File: src/rtl/mem_arb_pkg.sv
// Shared types and constants for the unified-memory arbiter.
package mem_arb_pkg;

   typedef enum logic [1:0] {
      IDLE,
      IBUSY,
      DBUSY
   } arbState_t;

   localparam int DEF_ADDR_W    = 16;
   localparam int DEF_DATA_W    = 32;
   localparam int TIMEOUT_LIMIT = 255;

endpackage

File: src/rtl/mem_arbiter.sv
// Arbitrates instruction-fetch and data requests onto one ready-handshaked memory port.
// Optional BUSY watchdog with sticky Timeout output: define MEMARB_TIMEOUT_EN.
module mem_arbiter
   import mem_arb_pkg::*;
#(
   parameter int ADDR_W = DEF_ADDR_W,
   parameter int DATA_W = DEF_DATA_W,
   parameter int DMAX   = 4
) (
   input  logic              Clock,
   input  logic              nReset,
   input  logic              IReq,
   input  logic [ADDR_W-1:0] IAddr,
   output logic              IValid,
   output logic [DATA_W-1:0] IData,
   input  logic              DReq,
   input  logic              DWrite,
   input  logic [ADDR_W-1:0] DAddr,
   input  logic [DATA_W-1:0] DWData,
   output logic              DValid,
   output logic [DATA_W-1:0] DRData,
`ifdef MEMARB_TIMEOUT_EN
   output logic              Timeout,
`endif
   output logic              MReq,
   output logic              MWrite,
   output logic [ADDR_W-1:0] MAddr,
   output logic [DATA_W-1:0] MWData,
   input  logic              MReady,
   input  logic [DATA_W-1:0] MRData
);

   localparam logic [3:0] DMAX_C = 4'(DMAX);

   arbState_t  state;
   logic [3:0] starveCnt;
   logic       iElig;
   logic       dElig;
   logic       grantD;
   logic       grantI;
   logic       busyExpired;

   // A port whose Valid is high is still holding the request it was just served for.
   assign iElig  = IReq && !IValid;
   assign dElig  = DReq && !DValid;
   assign grantD = (state == IDLE) && dElig && (!iElig || (starveCnt != DMAX_C));
   assign grantI = (state == IDLE) && iElig && !grantD;

`ifdef MEMARB_TIMEOUT_EN
   logic [7:0] wdCnt;

   assign busyExpired = (state != IDLE) && !MReady && (wdCnt == 8'(TIMEOUT_LIMIT - 1));

   always_ff @(posedge Clock or negedge nReset) begin
      if (!nReset) begin
         wdCnt   <= '0;
         Timeout <= 1'b0;
      end else begin
         if ((state == IDLE) || MReady || busyExpired) begin
            wdCnt <= '0;
         end else begin
            wdCnt <= wdCnt + 8'd1;
         end
         if (busyExpired) begin
            Timeout <= 1'b1;
         end
      end
   end
`else
   assign busyExpired = 1'b0;
`endif

   always_ff @(posedge Clock or negedge nReset) begin
      if (!nReset) begin
         state     <= IDLE;
         starveCnt <= '0;
         MReq      <= 1'b0;
         MWrite    <= 1'b0;
         MAddr     <= '0;
         MWData    <= '0;
         IValid    <= 1'b0;
         DValid    <= 1'b0;
         IData     <= '0;
         DRData    <= '0;
      end else begin
         IValid <= 1'b0;
         DValid <= 1'b0;
         case (state)
            IDLE: begin
               if (grantD) begin
                  state  <= DBUSY;
                  MReq   <= 1'b1;
                  MWrite <= DWrite;
                  MAddr  <= DAddr;
                  MWData <= DWData;
                  if (!IReq) begin
                     starveCnt <= '0;
                  end else if (starveCnt < DMAX_C) begin
                     starveCnt <= starveCnt + 4'd1;
                  end
               end else if (grantI) begin
                  state     <= IBUSY;
                  MReq      <= 1'b1;
                  MWrite    <= 1'b0;
                  MAddr     <= IAddr;
                  starveCnt <= '0;
               end
            end
            IBUSY, DBUSY: begin
               // Port outputs hold until the memory completes or the watchdog gives up.
               if (MReady || busyExpired) begin
                  state  <= IDLE;
                  MReq   <= 1'b0;
                  MWrite <= 1'b0;
                  if (state == IBUSY) begin
                     IValid <= 1'b1;
                     IData  <= MReady ? MRData : '0;
                  end else begin
                     DValid <= 1'b1;
                     if (!MReady) begin
                        DRData <= '0;
                     end else if (!MWrite) begin
                        DRData <= MRData;
                     end
                  end
               end
            end
            default: state <= IDLE;
         endcase
      end
   end

endmodule
File: config.mk
export PLATFORM = sky130hd
export DESIGN_NAME = mem_arbiter
export DESIGN_NICKNAME = d
export VERILOG_FILES = /design/src/rtl/mem_arb_pkg.sv /design/src/rtl/mem_arbiter.sv
export SDC_FILE = /design/constraint.sdc
export NUM_CORES = 1
export LEC_CHECK = 0
export CAP_MARGIN = 0
export CORE_ASPECT_RATIO = 0.7
export CORE_UTILIZATION = 25
export CTS_BUF_LIST = sky130_fd_sc_hd__clkbuf_4 sky130_fd_sc_hd__clkbuf_8
export DETAILED_ROUTE_END_ITERATION = 7
export GPL_ROUTABILITY_DRIVEN = 0
export GPL_TIMING_DRIVEN = 0
export PLACE_DENSITY = 0.6
export SLEW_MARGIN = 25
export SYNTH_ARGS = -nofsm -noshare
export SYNTH_HDL_FRONTEND = slang
export SYNTH_SLANG_ARGS = --single-unit
File: constraint.sdc
create_clock -name Clock -period 5.4 [get_ports Clock]
set_input_delay 1.08 -clock Clock [delete_from_list [all_inputs] [get_ports Clock]]
set_output_delay 1.08 -clock Clock [all_outputs]
set_load 0.03 [all_outputs]
== After elaboration in Yosys (flattened, before gate mapping) ==
Index checks and enable logic that the tools add are counted.

* Register bits after elaboration: 122
* Bits in latches: 0
* Memory bits (writable): 0
* ROM bits: 0
* Memories kept: 0

* Add/subtract/negate cells: 1
* $mul: 0
* Divide/modulo/power cells: 0
* Order comparisons: 1
* Eq/ne operators: 6
* Shift-type cells: 0
* Muxes and demuxes: 23
* Bitwise logic cells: 2
* Reductions and logical operators: 22

{| class="wikitable"
|+ Operators with widths
! operator !! count
|-
| $mux W16 || 2
|-
| $mux W4 || 4
|-
| $mux W1 || 11
|-
| $reduce_and A3 Y1 || 3
|-
| $logic_and A1 B1 Y1 || 6
|-
| $mux W2 || 3
|-
| $reduce_and A2 Y1 || 3
|-
| $add A4 B1 Y4 const B || 1
|-
| $logic_not A1 Y1 || 4
|-
| $lt A4 B3 Y1 const B || 1
|-
| $ne A4 B3 Y1 const B || 1
|-
| $pmux W1 S2 || 2
|-
| $pmux W2 S2 || 1
|-
| $reduce_and A4 Y1 || 1
|-
| $reduce_bool A2 Y1 || 2
|-
| $ne A3 B2 Y1 const B || 1
|-
| $ne A3 B3 Y1 const B || 1
|-
| $eq A2 B1 Y1 const B || 1
|-
| $eq A2 B2 Y1 const B || 1
|-
| $logic_not A2 Y1 || 1
|-
| $ne A2 B2 Y1 const B || 1
|-
| $not A1 Y1 || 2
|-
| $reduce_or A2 Y1 || 1
|-
| $logic_or A1 B1 Y1 || 1
|}

== Logic depth before layout (Yosys ltp) ==
Gate-level depths: netlist of run 1.

* Word-level depth: 10
* Depth in mapped cells: 7

== Least setup slack after synthesis of run 1 ==
OpenSTA, ideal clock, no wires.

* Path type: input-to-reg
* Start: in IReq
* End: reg MAddr[0]
* Library setup time: 0.125 ns
* Arrival time: 2.195 ns
* Path slack: 3.080 ns
* Stages on the path: 5
* Buffers on the path: 2
* Path through: buf_2 nand3b_2 buf_2 mux2_2 mux2_2

* Word-level cells in the longest chain between the ends: 8
* Elaborated cells between the ends (all ways): 10

{| class="wikitable"
|+ Ends and longest elaborated chain
! element !! line !! source
|-
| from (decl) || mem_arbiter.sv:12 || <nowiki>input logic IReq,</nowiki>
|-
| $logic_and A1 B1 Y1 * || mem_arbiter.sv:44 || <nowiki>assign iElig = IReq && !IValid;</nowiki>
|-
| $logic_not A1 Y1 || mem_arbiter.sv:46 || <nowiki>assign grantD = (state == IDLE) && dElig && (!iElig || (starveCnt != DMAX_C));</nowiki>
|-
| $logic_or A1 B1 Y1 || mem_arbiter.sv:46 ||
|-
| $logic_and A1 B1 Y1 || mem_arbiter.sv:46 ||
|-
| $logic_not A1 Y1 || mem_arbiter.sv:47 || <nowiki>assign grantI = (state == IDLE) && iElig && !grantD;</nowiki>
|-
| $logic_and A1 B1 Y1 || mem_arbiter.sv:47 ||
|-
| $reduce_bool A2 Y1 (no line) || - ||
|-
| $reduce_and A2 Y1 (no line) || - ||
|-
| to (signal assigned) || mem_arbiter.sv:94 || <nowiki>MAddr <= DAddr;</nowiki>
|-
| to (signal assigned) || mem_arbiter.sv:105 || <nowiki>MAddr <= IAddr;</nowiki>
|-
| to (decl) || mem_arbiter.sv:27 || <nowiki>output logic [ADDR_W-1:0] MAddr,</nowiki>
|}

Mark *: on every way between the ends. The rest lies on a longest branch, timed or not.
A chain may end at the register's enable or synchronous reset.

== Worst setup path after layout of run 1 ==
* Start: reg IValid
* End: out IValid

{| class="wikitable"
|+ RTL lines
! element !! line !! source
|-
| from (decl) || mem_arbiter.sv:14 || <nowiki>output logic IValid,</nowiki>
|-
| from (signal assigned) || mem_arbiter.sv:81 || <nowiki>IValid <= 1'b0;</nowiki>
|-
| from (signal assigned) || mem_arbiter.sv:86 || <nowiki>IValid <= 1'b0;</nowiki>
|-
| from (signal assigned) || mem_arbiter.sv:116 || <nowiki>IValid <= 1'b1;</nowiki>
|}

No word-level cell between the ends.

==> impl_metrics.env, run 1 <==
export IMPL_fp_dieH_microns=120
export IMPL_slowest_delay_ns=0.71
export IMPL_hold_end="MWData[31]"
export IMPL_clock_fmax_mhz=381
export IMPL_cts_buffers=17
export IMPL_synth_xor_area_share_pct=0
export IMPL_num_antenna_cells=0
export IMPL_yosysTopAreaCell="dfrtp_1"
export IMPL_p_sw_share_pct=39.0
export IMPL_power_leakage_uw=0.00327
export IMPL_grt_ovfl_total=0
export IMPL_layout_nets=658
export IMPL_status="finished clean"
export IMPL_io_pins=218
export IMPL_cp_data_arrival_time_ns=1.55
export IMPL_cp_max_fo=5
export IMPL_rsz0062_at_grt="no"
export IMPL_initial_core_util_pct=25.9
export IMPL_drc=0
export IMPL_r2r_slack_ns=3.27
export IMPL_cts_setup_buffers=0
export IMPL_setup_viol=0
export IMPL_synth_seq_cells=122
export IMPL_final_max_slew_viol_count=0
export IMPL_ff2ff_path_depth=7
export IMPL_ant_nets=0
export IMPL_worst_pin_slew_ns=0.647
export IMPL_via_per_inst=4.18
export IMPL_grt_antenna_before_repair=0
export IMPL_synth_top_area_share_pct=61.6
export IMPL_power_density_nw_per_um2=675
export IMPL_num_vias=3464
export IMPL_first_pass_iters=4
export IMPL_holdBufCountCts=0
export IMPL_slowest_stage="clkdlybuf4s50_1"
export IMPL_yosysSeqAreaShare_pct=61.6
export IMPL_grt_pass1_wl_microns=20400
export IMPL_synth_top_family_by_area="multiplexers"
export IMPL_syn_nets=422
export IMPL_io_buffers=216
export IMPL_clock_latency_ns=0.43
export IMPL_cts_sinks=122
export IMPL_finalHoldViolCount=0
export IMPL_cp_cell_sequence="clkdlybuf4s50_1"
export IMPL_drtIter0Drc=169
export IMPL_period_minus_slack_ns=2.63
export IMPL_cts_tree="built"
export IMPL_core_area_sq_um=19200
export IMPL_synth_fa_ha_area_share_pct=1.26
export IMPL_p_switching_uw=2090
export IMPL_required_ns=4.32
export IMPL_hp_class="reg -> reg"
export IMPL_grt_pass1_vias=3888
export IMPL_timing_rr_end="MAddr[9]"
export IMPL_synth_flop_cell="dfrtp_1"
export IMPL_slew_limit_headroom_pct=56.9
export IMPL_syn_cell_area_sq_um=4960
export IMPL_cap_violations=0
export IMPL_drive_gt1_share_pct=30.1
export IMPL_intPower_uw=3270
export IMPL_rows=42
export IMPL_syn_inst=315
export IMPL_clock_skew_ns=0.0102
export IMPL_yosys_top_cells_count="mux2_2 (124), dfrtp_1 (122), inv_1 (8)"
export IMPL_path_buf_inv=1
export IMPL_muxShareOfSynthArea_pct=29.3
export IMPL_reg2reg_from="state[0]"
export IMPL_synth_compound_area_share_pct=2.83
export IMPL_whs_path_depth=1
export IMPL_peakVddDrop_mv=0.281
export IMPL_worst_setup_path_end_kind="output port"
export IMPL_finalCritPeriodShare_pct=48.6
export IMPL_cts_root_buf="clkbuf_8"
export IMPL_cts_max_path_buffers=2
export IMPL_cts_htree_levels=4
export IMPL_dieArea_sq_um=20400
export IMPL_grt_max_degree=63
export IMPL_dp_hpwl_microns=9480
export IMPL_startpoint_type="register"
export IMPL_yosys_warnings=0
export IMPL_cts_resized=0
export IMPL_worstSetupPathType="reg -> out"
export IMPL_whs_ns=0.495
export IMPL_routedWlPerCell_microns=15.4
export IMPL_seq_power_share_pct=30.0
export IMPL_hp_start="MWData[31]"
export IMPL_synthSimpleGateAreaFrac_pct=2.57
export IMPL_yosysMostFrequentCell="mux2_2"
export IMPL_avgSynthCellArea_sq_um=15.7
export IMPL_path_clk_slew_ns=0.07
export IMPL_synth_edf_count=0
export IMPL_critPathTopFamily="buffers and inverters"
export IMPL_setup_tns_ns=0
export IMPL_nFillCells=1764
export IMPL_synth_distinct_cells=35
export IMPL_power_frac_clock_pct=16.9
export IMPL_syn_to_final_growth_pct=59.9
export IMPL_netlist_top_cells_area="dfrtp_1 (62%), mux2_2 (28%), ha_1 (1.3%)"
export IMPL_grt_total_usage_pct=13.1
export IMPL_finalWirelength_microns=12700
export IMPL_fp_dieW_microns=170
export IMPL_async_reset_ff_share_pct=100
export IMPL_combPwrFrac_pct=53.0
worst max path at each step:
stage,startpoint,endpoint,cells after the start
3_3_place_gp,nReset,DRData[7],1
6_report,IValid,IValid,1
2_1_floorplan,IReq,MAddr[0],5
3_5_place_dp,DReq,MAddr[0],5
4_1_cts,IValid,IValid,1
5_1_grt,IValid,IValid,1
layout make-up:
| type | count | area, sq um | area share (%) |
|---|---|---|---|
| repair buffers | 217 | 2190 | 27.7 |
| clock inverters | 12 | 170 | 2.15 |
| clock buffers | 20 | 275 | 3.47 |
| flip-flops and latches | 122 | 3050 | 38.5 |
| plain buffers | 14 | 93.8 | 1.18 |
| well taps | 264 | 330 | 4.17 |
| inverters | 8 | 30.0 | 0.379 |
| multi-input cells | 171 | 1780 | 22.5 |
sequential cells by signal (all words and copies together) (netlist names):
name and flops:
MWrite 1, DValid 1, starveCnt 4, IData 32, state 2, DRData 32
MReq 1, MWData 32, MAddr 16, IValid 1
through the flow:
| step | setup WS [ns] | std cells | utilization (%) | total power [uW] | instance area (sq um) |
|---|---|---|---|---|---|
| global placement | -1.42 | 795 | 38.8 | 4420 | 7450 |
| global route | 2.66 | 828 | 41.3 | 5640 | 7930 |
| detailed placement | 2.38 | 796 | 39.0 | 4500 | 7480 |
| CTS | 2.71 | 828 | 41.3 | 5440 | 7930 |
| finish | 2.77 | 828 | 41.3 | 5350 | 7930 |
| floorplan | 3.08 | 315 | - | 3280 | 4960 |
cell families (layout without fill, tap and decap cells):
family / Yosys count / after routing
muxes: 129 / 129
DFF: 122 / 122
buffers and inverters: 22 / 271
and+or+nand+nor: 20 / 20
AOI/OAI and AO/OA: 17 / 17
adders and majority gates: 5 / 5
routing by layer:
layer	vias to the layer above	part of all wire [%]	routed length (microns)	track usage (%)
li1	1600	-	-	-
met5	-	0	0	0
met2	134	47	6020	21.2
met1	1724	43	5520	15.5
met4	0	0.78	99	3.89
met3	6	8.7	1100	5.87
power groups by stage:
stage,clock network (uW),registers [uW],logic (uW)
final,906,1610,2840
after global routing,989,1670,2980
after detailed placement,0,1630,2870
after global placement,0,1590,2830
after CTS,944,1610,2880
after floorplan,0,2490,789
cell usage in the layout, fill, tap and decap left out, drive strengths merged, types with 3 or more instances in the layout:
cell type | netlist | final
nand2b | 4 | 4
mux2 | 128 | 128
clkinv | 0 | 7
bufinv | 0 | 4
clkbuf | 2 | 22
ha | 5 | 5
dfrtp | 122 | 122
buf | 12 | 14
nor2 | 3 | 3
inv | 8 | 8
clkdlybuf4s50 | 0 | 215
(Power assumes the default switching activity.)
==> inputs of run 2 (changes only) <==
- PLACE_DENSITY: 0.6 -> 0.62
- clock period: 5.4 -> 2.12 ns (I/O delays scaled with it)
==> impl_metrics.env, run 2 (synthesis gave the netlist of run 1 again) <==
export IMPL_final_max_slew_viol_count=0
export IMPL_routedWlPerCell_microns=15.8
export IMPL_peakVddDrop_mv=0.785
export IMPL_worstSetupPathType="reg -> reg"
export IMPL_dp_hpwl_microns=9770
export IMPL_seqCellArea_sq_um=3050
export IMPL_slew_limit_headroom_pct=59.2
export IMPL_first_pass_iters=4
export IMPL_cp_data_arrival_time_ns=2.31
export IMPL_whs_ns=0.413
export IMPL_dieArea_sq_um=20400
export IMPL_rsz0062_at_grt="no"
export IMPL_power_frac_clock_pct=16.0
export IMPL_grt_total_usage_pct=13.5
export IMPL_cts_htree_levels=4
export IMPL_via_per_inst=4.22
export IMPL_grt_antenna_before_repair=0
export IMPL_finalHoldViolCount=0
export IMPL_multi_input_area_sq_um=1790
export IMPL_status="finished clean"
export IMPL_clock_fmax_mhz=499
export IMPL_initial_core_util_pct=25.9
export IMPL_final_setup_worst_slack_ns=0.116
export IMPL_biggestRegsByFlops="DRData (32), IData (32), MWData (32)"
export IMPL_finalPower_uw=13600
export IMPL_path_clk_slew_ns=0.07
export IMPL_drive_gt1_share_pct=30.9
export IMPL_cts_root_buf="clkbuf_8"
export IMPL_worst_pin_slew_ns=0.612
export IMPL_ant_nets=0
export IMPL_io_buffers=216
export IMPL_io_pins=218
export IMPL_cap_violations=0
export IMPL_p_switching_uw=5320
export IMPL_cts_sinks=122
export IMPL_startpoint_type="register"
export IMPL_seq_power_share_pct=30.2
export IMPL_final_core_util_pct=41.4
export IMPL_finalWirelength_microns=13100
export IMPL_setup_viol=0
export IMPL_combPwrFrac_pct=53.8
export IMPL_required_ns=2.43
export IMPL_p_sw_share_pct=39.1
export IMPL_period_minus_slack_ns=2.00
export IMPL_worst_setup_path_end_kind="register"
export IMPL_cts_max_path_buffers=2
export IMPL_power_density_nw_per_um2=1710
export IMPL_final_cell_mix="clkdlybuf4s50_1 (215), mux2_2 (124), dfrtp_1 (122), clkbuf_8 (21), inv_1 (7)"
export IMPL_drtIter0Drc=119
export IMPL_final_common_cell="clkdlybuf4s50_1"
export IMPL_nFillCells=1782
export IMPL_hp_class="in -> reg"
export IMPL_rows=42
export IMPL_power_leakage_uw=0.00329
export IMPL_clock_skew_ns=0.00538
export IMPL_grt_pass1_vias=3891
export IMPL_grt_max_degree=64
export IMPL_cp_max_fo=10
export IMPL_dp_cells=796
export IMPL_finalCritPeriodShare_pct=94.5
export IMPL_cts_tree="built"
export IMPL_fp_dieH_microns=120
export IMPL_syn_to_final_growth_pct=60.2
export IMPL_finalNonFillerCells=830
export IMPL_post_place_ws_ns=-0.299
export IMPL_num_antenna_cells=0
export IMPL_num_vias=3505
export IMPL_fp_dieW_microns=170
export IMPL_core_area_sq_um=19200
export IMPL_drc=0
export IMPL_layout_nets=662
export IMPL_cts_buffers=17
export IMPL_grt_pass1_wl_microns=20900
export IMPL_intPower_uw=8280
export IMPL_clock_latency_ns=0.42
export IMPL_grt_ovfl_total=0
[run 2: changes by cell type in the layout (fill, tap and decap cells not counted), sizes merged]
cell         delta
bufinv          -1
clkbuf          +4
dlygate4sd3     +1
buf             +1
clkinv          -3
[run 2: worst paths after layout]
kind / start / endpoint / slack (ns) / cells past startpoint
setup / recovery: state[0] / MAddr[12] / 0.12 / 8
hold / removal: IReq / starveCnt[3] / 0.41 / 3
setup reg to reg: state[0] / MAddr[12] / 0.12 / 8
hold reg to reg: MWData[31] / MWData[31] / 0.49 / 1
max in group asynchronous: nReset / IData[3] / 0.87 / 3
min in group asynchronous: nReset / MWData[23] / 0.53 / 2
[run 2: final cells by class]
class	instances	area share, %
Buffer	14	1.26
Clock buffer	22	3.73
Clock inverter	8	1.48
Inverter	8	0.378
Multi-Input combinational cell	171	22.5
Sequential cell	122	38.4
Tap cell	264	4.16
Timing Repair Buffer	221	28.0
[run 2: worst max-delay path, stage by stage (launching register included)]
cell,delay (ns)
dfrtp_1,0.40
inv_1,0.10
ha_1,0.16
buf_2,0.21
inv_2,0.10
a211oi_4,0.22
buf_4,0.18
buf_6,0.15
mux2_2,0.35
[run 2: stage by stage]
step | TNS, ns | area, sq um
4_1_cts | 0 | 7930
2_1_floorplan | 0 | 4960
5_1_grt | 0 | 7940
3_5_place_dp | -22.41 | 7480
3_3_place_gp | -493.19 | 7450
6_report | 0 | 7940
[run 2: timing repair]
action	in CTS	in global routing
hold endpoints to repair	59	0
hold buffers	1	0
setup endpoints to repair	47	65
resized for setup	1	6
setup buffers	3	0
pin swaps	1	0
[run 2: per-layer routing]
metal,GRT usage (%),wire (microns)
met5,0,0
met4,4.62,156
met3,6.23,1290
met2,21.7,6220
met1,15.7,5460
[run 2: power groups by stage]
stage / clock (uW) / sequential [uW] / combinational, uW
2_1_floorplan: 0 / 6340 / 2010
3_3_place_gp: 0 / 4070 / 7200
3_5_place_dp: 0 / 4150 / 7330
4_1_cts: 2270 / 4120 / 7390
5_1_grt: 2360 / 4270 / 7710
6_report: 2170 / 4100 / 7320
